**src/rtl/muldiv_pkg.sv**
```systemverilog
// Shared types and constants for the multiply/divide sequencer and the control
// unit that drives it.
package muldiv_pkg;

  typedef enum logic {
    OP_MULT = 1'b0,
    OP_DIV  = 1'b1
  } muldiv_op_t;

  typedef enum logic [2:0] {
    IDLE = 3'd0,
    PREP = 3'd1,
    RUN  = 3'd2,
    FIX  = 3'd3,
    DONE = 3'd4
  } muldiv_state_t;

  localparam int MULDIV_ITER = 32;

  // Implementation-specific Cause ExcCode the control unit raises on div_zero.
  localparam logic [4:0] CAUSE_DIV_ZERO = 5'd16;

  function automatic logic [31:0] neg32(input logic [31:0] v);
    return ~v + 32'd1;
  endfunction

  function automatic logic [63:0] neg64(input logic [63:0] v);
    return ~v + 64'd1;
  endfunction

  // Magnitude of a signed word; 0x80000000 maps onto itself as unsigned 2^31.
  function automatic logic [31:0] abs32(input logic [31:0] v);
    logic [31:0] r;
    if (v[31]) begin
      r = neg32(v);
    end else begin
      r = v;
    end
    return r;
  endfunction

endpackage

```
**src/rtl/muldiv_sequencer.sv**
```systemverilog
// Iterative signed MULT/DIV engine: one shift-add or restoring-subtract step per
// cycle on unsigned magnitudes, sign fix-up at the end, owns HI/LO.
module muldiv_sequencer #(
  parameter int ITER = 32
) (
  input  logic        clock,
  input  logic        reset,
  input  logic        start,
  input  logic        op,
  input  logic [31:0] a,
  input  logic [31:0] b,
  input  logic        hi_we,
  input  logic        lo_we,
  input  logic [31:0] wdata,
  output logic        busy,
  output logic        done,
  output logic        div_zero,
  output logic [31:0] hi,
  output logic [31:0] lo,
  output logic [2:0]  state_out
);
  import muldiv_pkg::*;

  localparam int CNT_W = (ITER > 1) ? $clog2(ITER) : 1;
  localparam logic [CNT_W-1:0] CNT_LAST = CNT_W'(ITER - 1);

  muldiv_state_t    state_r, state_s;
  muldiv_op_t       op_r;
  logic [31:0]      a_r, b_r;
  logic [31:0]      opa_r, opb_r;
  logic [63:0]      acc_r;
  logic [CNT_W-1:0] cnt_r;
  logic             sign_q_r, sign_r_r;
  logic [31:0]      hi_r, lo_r;
  logic             busy_r, done_r, div_zero_r;

  logic             b_zero_s;
  logic [32:0]      mul_sum_s;
  logic [32:0]      div_rem_s;
  logic [33:0]      div_diff_s;
  logic [63:0]      step_acc_s;
  logic [63:0]      prod_s;
  logic [31:0]      quo_s, rem_s;

  assign b_zero_s = (b_r == 32'h0000_0000);

  // State register.
  always_ff @(posedge clock) begin
    if (reset) begin
      state_r <= IDLE;
    end else begin
      state_r <= state_s;
    end
  end

  // Next-state decode.
  always_comb begin
    state_s = state_r;
    case (state_r)
      IDLE: begin
        if (start) begin
          state_s = PREP;
        end else begin
          state_s = IDLE;
        end
      end
      PREP: begin
        if ((op_r == OP_DIV) && b_zero_s) begin
          state_s = DONE;
        end else begin
          state_s = RUN;
        end
      end
      RUN: begin
        if (cnt_r == CNT_LAST) begin
          state_s = FIX;
        end else begin
          state_s = RUN;
        end
      end
      FIX:     state_s = DONE;
      DONE:    state_s = IDLE;
      default: state_s = IDLE;
    endcase
  end

  // One iteration: multiply consumes opb_r LSB-first, divide consumes opa_r MSB-first.
  always_comb begin
    mul_sum_s  = {1'b0, acc_r[63:32]} + (opb_r[0] ? {1'b0, opa_r} : 33'd0);
    div_rem_s  = {acc_r[63:32], opa_r[31]};
    div_diff_s = {1'b0, div_rem_s} - {2'b00, opb_r};
    if (op_r == OP_MULT) begin
      step_acc_s = {mul_sum_s, acc_r[31:1]};
    end else if (!div_diff_s[33]) begin
      step_acc_s = {div_diff_s[31:0], acc_r[30:0], 1'b1};
    end else begin
      step_acc_s = {div_rem_s[31:0], acc_r[30:0], 1'b0};
    end
  end

  // Sign correction of the unsigned magnitudes held in the accumulator.
  always_comb begin
    if (sign_q_r) begin
      prod_s = neg64(acc_r);
      quo_s  = neg32(acc_r[31:0]);
    end else begin
      prod_s = acc_r;
      quo_s  = acc_r[31:0];
    end
    if (sign_r_r) begin
      rem_s = neg32(acc_r[63:32]);
    end else begin
      rem_s = acc_r[63:32];
    end
  end

  // Datapath, HI/LO and registered handshake outputs.
  always_ff @(posedge clock) begin
    if (reset) begin
      op_r       <= OP_MULT;
      a_r        <= 32'h0000_0000;
      b_r        <= 32'h0000_0000;
      opa_r      <= 32'h0000_0000;
      opb_r      <= 32'h0000_0000;
      acc_r      <= 64'h0;
      cnt_r      <= {CNT_W{1'b0}};
      sign_q_r   <= 1'b0;
      sign_r_r   <= 1'b0;
      hi_r       <= 32'h0000_0000;
      lo_r       <= 32'h0000_0000;
      busy_r     <= 1'b0;
      done_r     <= 1'b0;
      div_zero_r <= 1'b0;
    end else begin
      case (state_r)
        IDLE: begin
          if (start) begin
            op_r       <= muldiv_op_t'(op);
            a_r        <= a;
            b_r        <= b;
            div_zero_r <= 1'b0;
          end
          if (hi_we) begin
            hi_r <= wdata;
          end
          if (lo_we) begin
            lo_r <= wdata;
          end
        end
        PREP: begin
          sign_q_r   <= a_r[31] ^ b_r[31];
          sign_r_r   <= a_r[31];
          opa_r      <= abs32(a_r);
          opb_r      <= abs32(b_r);
          acc_r      <= 64'h0;
          cnt_r      <= {CNT_W{1'b0}};
          div_zero_r <= (op_r == OP_DIV) && b_zero_s;
        end
        RUN: begin
          acc_r <= step_acc_s;
          cnt_r <= cnt_r + CNT_W'(1);
          if (op_r == OP_MULT) begin
            opb_r <= {1'b0, opb_r[31:1]};
          end else begin
            opa_r <= {opa_r[30:0], 1'b0};
          end
        end
        FIX: begin
          if (op_r == OP_MULT) begin
            hi_r <= prod_s[63:32];
            lo_r <= prod_s[31:0];
          end else begin
            hi_r <= rem_s;
            lo_r <= quo_s;
          end
        end
        DONE: begin
          cnt_r <= {CNT_W{1'b0}};
        end
        default: begin
          cnt_r <= {CNT_W{1'b0}};
        end
      endcase
      busy_r <= (state_s != IDLE);
      done_r <= (state_s == DONE);
    end
  end

  assign busy      = busy_r;
  assign done      = done_r;
  assign div_zero  = div_zero_r;
  assign hi        = hi_r;
  assign lo        = lo_r;
  assign state_out = state_r;

endmodule
```
**config.mk**
```make
export PLATFORM = sky130hd
export DESIGN_NAME = muldiv_sequencer
export DESIGN_NICKNAME = d
export VERILOG_FILES = /design/src/rtl/muldiv_pkg.sv /design/src/rtl/muldiv_sequencer.sv
export SDC_FILE = /design/constraint.sdc
export NUM_CORES = 1
export LEC_CHECK = 0
export ABC_CLOCK_PERIOD_IN_PS = 4140
export CAP_MARGIN = 20
export CELL_PAD_IN_SITES_DETAIL_PLACEMENT = 0
export CELL_PAD_IN_SITES_GLOBAL_PLACEMENT = 1
export CORE_ASPECT_RATIO = 1.5
export CORE_MARGIN = 4
export CORE_UTILIZATION = 48
export DETAILED_ROUTE_END_ITERATION = 12
export DONT_BUFFER_PORTS = 1
export HOLD_SLACK_MARGIN = 0.15
export PLACE_DENSITY = 0.81
export REMOVE_ABC_BUFFERS = 1
export SLEW_MARGIN = 15
export SYNTH_ARGS = -nofsm -noshare
export SYNTH_HDL_FRONTEND = slang
export SYNTH_SLANG_ARGS = --single-unit
```
**constraint.sdc**
```tcl
create_clock -name clock -period 4.14 [get_ports clock]
set_input_delay 0.828 -clock clock [delete_from_list [all_inputs] [get_ports clock]]
set_output_delay 0.828 -clock clock [all_outputs]
set_load 0.01 [all_outputs]
```
## Word level (Yosys, flattened, before mapping)

Index checks and enable logic that the tools add are counted.

- Shifts and indexed selects: 0
- Divide/modulo/power cells: 0
- Muxes and demuxes: 26
- Eq/ne operators: 10
- Multiply operators: 0
- Magnitude comparators: 0
- Add/sub/neg operators: 8
- Bitwise logic cells: 6
- Reductions and logical operators: 14

Operators with widths:

| cell | count |
|---|---|
| $mux W32 | 11 |
| $pmux W32 S2 | 4 |
| $mux W64 | 3 |
| $add A32 B1 Y32 const B | 4 |
| $not A32 Y32 | 4 |
| $pmux W64 S2 | 1 |
| $add A64 B1 Y64 const B | 1 |
| $not A64 Y64 | 1 |
| $sub A33 B32 Y34 | 1 |
| $add A32 B32 Y33 | 1 |
| $logic_not A32 Y1 | 1 |
| $pmux W3 S4 | 1 |
| $reduce_and A2 Y1 | 6 |
| $ne A2 B2 Y1 const B | 5 |
| $pmux W5 S2 | 1 |
| $eq A3 B2 Y1 const B | 2 |
| $reduce_bool A2 Y1 | 3 |
| $add A5 B1 Y5 const B | 1 |
| $eq A5 B5 Y1 const B | 1 |
| $eq A3 B1 Y1 const B | 1 |
| $eq A3 B3 Y1 const B | 1 |
| $logic_not A3 Y1 | 1 |
| $mux W1 | 3 |
| $mux W3 | 1 |
| 5 further kinds | 5 |

- Latch bits: 0
- ROM bits: 0
- Output and inout bits: 70
- Memories kept: 0
- Memory bits (writable): 0
- Input bits: 102
- Flip-flop bits (word level): 270

## Logic depth before layout (Yosys ltp)

- Word-level depth: 5
- Mapped depth: 14

## Worst setup path before layout

No wires, ideal clock.

- Path type: register to register
- From: reg opb_r[0]
- To: reg acc_r[63]
- Slack: 1.080 ns
- Library setup time: 0.059 ns
- Data arrival time: 3.001 ns
- Required time: 4.081 ns
- Period minus slack after synthesis: 3.060 ns
- Buffers on the path: 1
- Stages on the path, launching flop included: 15
- Path through: dfxtp_1 > clkbuf_1 > and2_1 > ha_1 > inv_1 > fa_1 > nand2b_1 > a21oi_1 > o21ai_0 > a21oi_1 > o21ai_0 > o31ai_1 > a2111oi_0 > o21ai_0 > a22o_1

- Cells in the longest elaborated chain, start to end: 4
- Elaborated cells on any way between the ends: 6
- Classes of those cells: add/sub (2); mux (4)

Ends and longest elaborated chain:

| element | RTL line | RTL |
|---|---|---|
| from (decl) | muldiv_sequencer.sv:30 | `logic [31:0] opa_r, opb_r;` |
| from (signal assigned) | muldiv_sequencer.sv:154 | `opb_r <= abs32(b_r);` |
| from (signal assigned) | muldiv_sequencer.sv:163 | `opb_r <= {1'b0, opb_r[31:1]};` |
| $sub A33 B32 Y34 / $mux W32 (equally long branches) | muldiv_sequencer.sv:91, muldiv_sequencer.sv:89 |  |
| $mux W64 / $add A32 B32 Y33 (equally long branches) | muldiv_sequencer.sv:94, muldiv_sequencer.sv:89 |  |
| $mux W64 (*) | muldiv_sequencer.sv:92 | `if (op_r == OP_MULT) begin` |
| $pmux W64 S2 (*) | muldiv_sequencer.sv:135 | `case (state_r)` |
| to (signal assigned) | muldiv_sequencer.sv:160 | `acc_r <= step_acc_s;` |
| to (decl) | muldiv_sequencer.sv:31 | `logic [63:0] acc_r;` |

Every way passes the cells marked *; elsewhere a longest branch is shown, timed or not.
A chain may end at the register's enable or synchronous reset.

## Worst setup path in the final report

Same ends and word-level chain as after synthesis.

==> summary.txt <==
Power and ir drop
  – Static Leak: 7.405 nW
  – Power per standard cell area: 385.4 mW/mm2
  – Worst vdd ir: 0.3330 mV

STA
  – Setup tns final: 0 ps
  – Final setup vio count: 0
  – Post-route setup slack: 372.1 ps
  – Slew margin rel.: 0.2810
  – RSZ-0062 raised after global routing: no
  – Period utilization: 0.9101
  – Period minus WS final: 3768 ps
  – Final hold vios: 0
  – Slew Limit Fails: 0
  – Achievable clock frequency: 0.2654 GHz
  – Min Hold Slack: 317.4 ps
  – Least-Margin Pin Slew: 1078 ps
  – Clk_skew: 19.39 ps

Logic synthesis
  – Post-synth EDFFs: 0
  – Cell Area, Synth: 0.01755 mm2
  – Synth async-reset ratio: 0
  – Number of synthesized register bits: 270
  – Top-count cell post-synth: nor2_1
  – Synth cell count leaders: 327 x nor2_1, 326 x nand2_1, 299 x a21oi_1
  – Post-synth top area share: 0.3080
  – Top post-synthesis cells by area: dfxtp_1 31%, a21oi_1 8.5%, nor2_1 7.0%
  – Post-synth top flop: dfxtp_1
  – Post-synthesis cell count: 2399
  – Average instance area after synthesis: 7.314 um2
  – Synth area leader: dfxtp_1
  – Sequential fraction of the synthesis area: 0.3080
  – Yosys Warn Count: 0
  – Synth cell types: 68

Die
  – Die width: 164.1 um
  – Row count: 85
  – DIE AREA: 0.03974 mm2
  – Num ports: 172
  – Initial core utilization: 0.4867
  – Core area: 0.03605 mm2
  – Die H: 242.2 um

Global routing
  – Initial antenna violation count: 0
  – Largest net degree at the start of global routing: 246
  – Total gr overflow: 0
  – Number of global-route vias before repair: 16478
  – First-pass GRT wire length: 88.13 mm
  – Global Route Usage Sum: 0.2744

Critical path
  – WS Path Type: reg2reg
  – Reg-to-reg startpoint: opb_r[0]
  – Crit path launch type: flop
  – WP data required: 4670 ps
  – Worst R2R Setup Slack: 370 ps
  – Worst Path Max Fanout: 23
  – FF-to-FF path depth: 13
  – CP endpoint kind: flop
  – CP arrival: 4300 ps
  – Crit path launch: opb_r[0]
  – Reg-to-Reg End: acc_r[63]

Clocking
  – Root buffer cell: clkbuf_16
  – CTS tree: done
  – Number of H-tree levels: 1
  – Post-cts hold buffer count: 0
  – Longest Clk Path Bufs: 3
  – TritonCTS Buffers: 28
  – Postcts setup bufs: 0
  – CTS Sinks: 270
  – Post_cts resized: 0
  – Reg clk slew, reported paths: 70 ps
  – Worst-Skew Late Latency: 580 ps

Cells and area
  – Storage cell area: 0.005408 mm2
  – Final net count: 2488
  – Multi-input combinational cell area: 0.01133 mm2
  – Non-Filler Instances: 2814
  – Area Growth Syn to Fin: 8.015%
  – Share of layout cells above drive strength 1: 0.05441
  – Fillers: 3637

Place
  – Setup WS pre-CTS: 519.0 ps
  – Port buffer count: 0
  – Placed cells: 2761
  – Post-DP HPWL: 41.85 mm
  – GP Congestion: 0.9492

Min path
  – Hold Path Sink: a_r[6]
  – HP Start: reset
  – HP Class: in2reg
  – Depth of the worst hold-timing path: 1

Route
  – Vias per cell: 6.047
  – DR pass1 iterations: 5
  – DR iter-0 viols: 1083
  – Total wire length: 57.00 mm
  – Total number of vias: 17016
  – ANT nets after route: 0
  – Drt drc: 0
  – Routed len/inst: 20.26 um

Run
  – Max_cap viols: 0

Status
  – Status: completed
==> worst max-delay path: stages, from the launching register on <==
cell and delay [ps]:
dfxtp_1 750, and2_1 240, ha_1 190, inv_1 60
fa_1 370, nand2b_1 190, a21oi_1 210, o21ai_0 180
a21oi_1 230, o21ai_0 250, o31ai_1 460, a2111oi_0 190
o21ai_0 240, a22o_1 170
==> layout by cell type (no fill, tap or decap), drive strengths merged, types with 9 or more instances in the layout <==
cell and instances:
nor2 327, nand2 326, a21oi 299, dfxtp 270, o21ai 119, xor2 100
a211oi 84, ha 71, xnor2 65, inv 62, buf 51, clkbuf 42
nor3 41, mux2i 41, o31ai 38, and2 33, nand3 33, o211ai 20
a31oi 20, a21o 20, or4 20, o41ai 20, nor2b 17, o21a 17
or3 16, nor4 15, nand4 14, a311oi 12, a22oi 11, a222oi 11
nand2b 11, o21bai 10, nand3b 9
==> power breakdown <==
group	internal (mW)	leakage, nW	switching, mW	total (mW)
clock	1.59	0.477	1.12	2.71
sequential	2.74	2.20	0.188	2.93
combinational	0.617	4.73	1.05	1.67
==> per-layer routing <==
metal / vias to the layer above / part of all wire / GRT usage
met1: 7990 / 0.37 / 0.3017
met4: 0 / 0.050 / 0.1301
li1: 8329 / - / -
met2: 531 / 0.52 / 0.5101
met5: - / 0 / 0
met3: 166 / 0.054 / 0.03609
==> worst max path at each step <==
stage               slack (ps)        end  cells after the start
CTS                        400  acc_r[63]                     13
finish                     370  acc_r[63]                     13
detailed placement         520  acc_r[63]                     13
floorplan                -2600  opb_r[31]                      7
global placement           550  acc_r[63]                     13
global route                 5  acc_r[63]                     13
==> cell families (layout without fill, tap and decap cells) <==
logic type	after synthesis	count (layout)	synth area share
flops	270	270	0.3080
fa+ha+maj	73	73	0.05291
xor+xnor	165	165	0.08236
simple gates	891	891	0.2243
mux	41	41	0.02339
compound gates	730	730	0.2596
other cells	0	2	0
buf+inv	229	164	0.04941
==> layout make-up <==
cell class                 count  share of cell area
multi-input combinational   1900              0.5978
tap                          478             0.03156
clock inverter                 9            0.006668
inverter                      62             0.01228
sequential                   270              0.2853
antenna                        2           0.0002641
timing repair buffer          51             0.02152
clock buffer                  42             0.04456
==> metrics by stage <==
stage | power (mW) | util | instance area, um2
after global routing | 7.658 | 0.5256 | 18950
after CTS | 7.349 | 0.5255 | 18950
after global placement | 4.612 | 0.4986 | 17980
after detailed placement | 4.639 | 0.4986 | 17980
final | 7.304 | 0.5257 | 18950
after floorplan | 4.108 | - | 16910
==> state kept, by name, summed over array words and instances, names as in the netlist <==
register,cells
a_r,32
op_r,1
busy,1
done,1
opb_r,32
lo,32
acc_r,64
hi,32
sign_q_r,1
cnt_r,5
state_out,3
div_zero,1
b_r,32
opa_r,32
sign_r_r,1
Note: power is estimated with default switching activity, not from simulation.
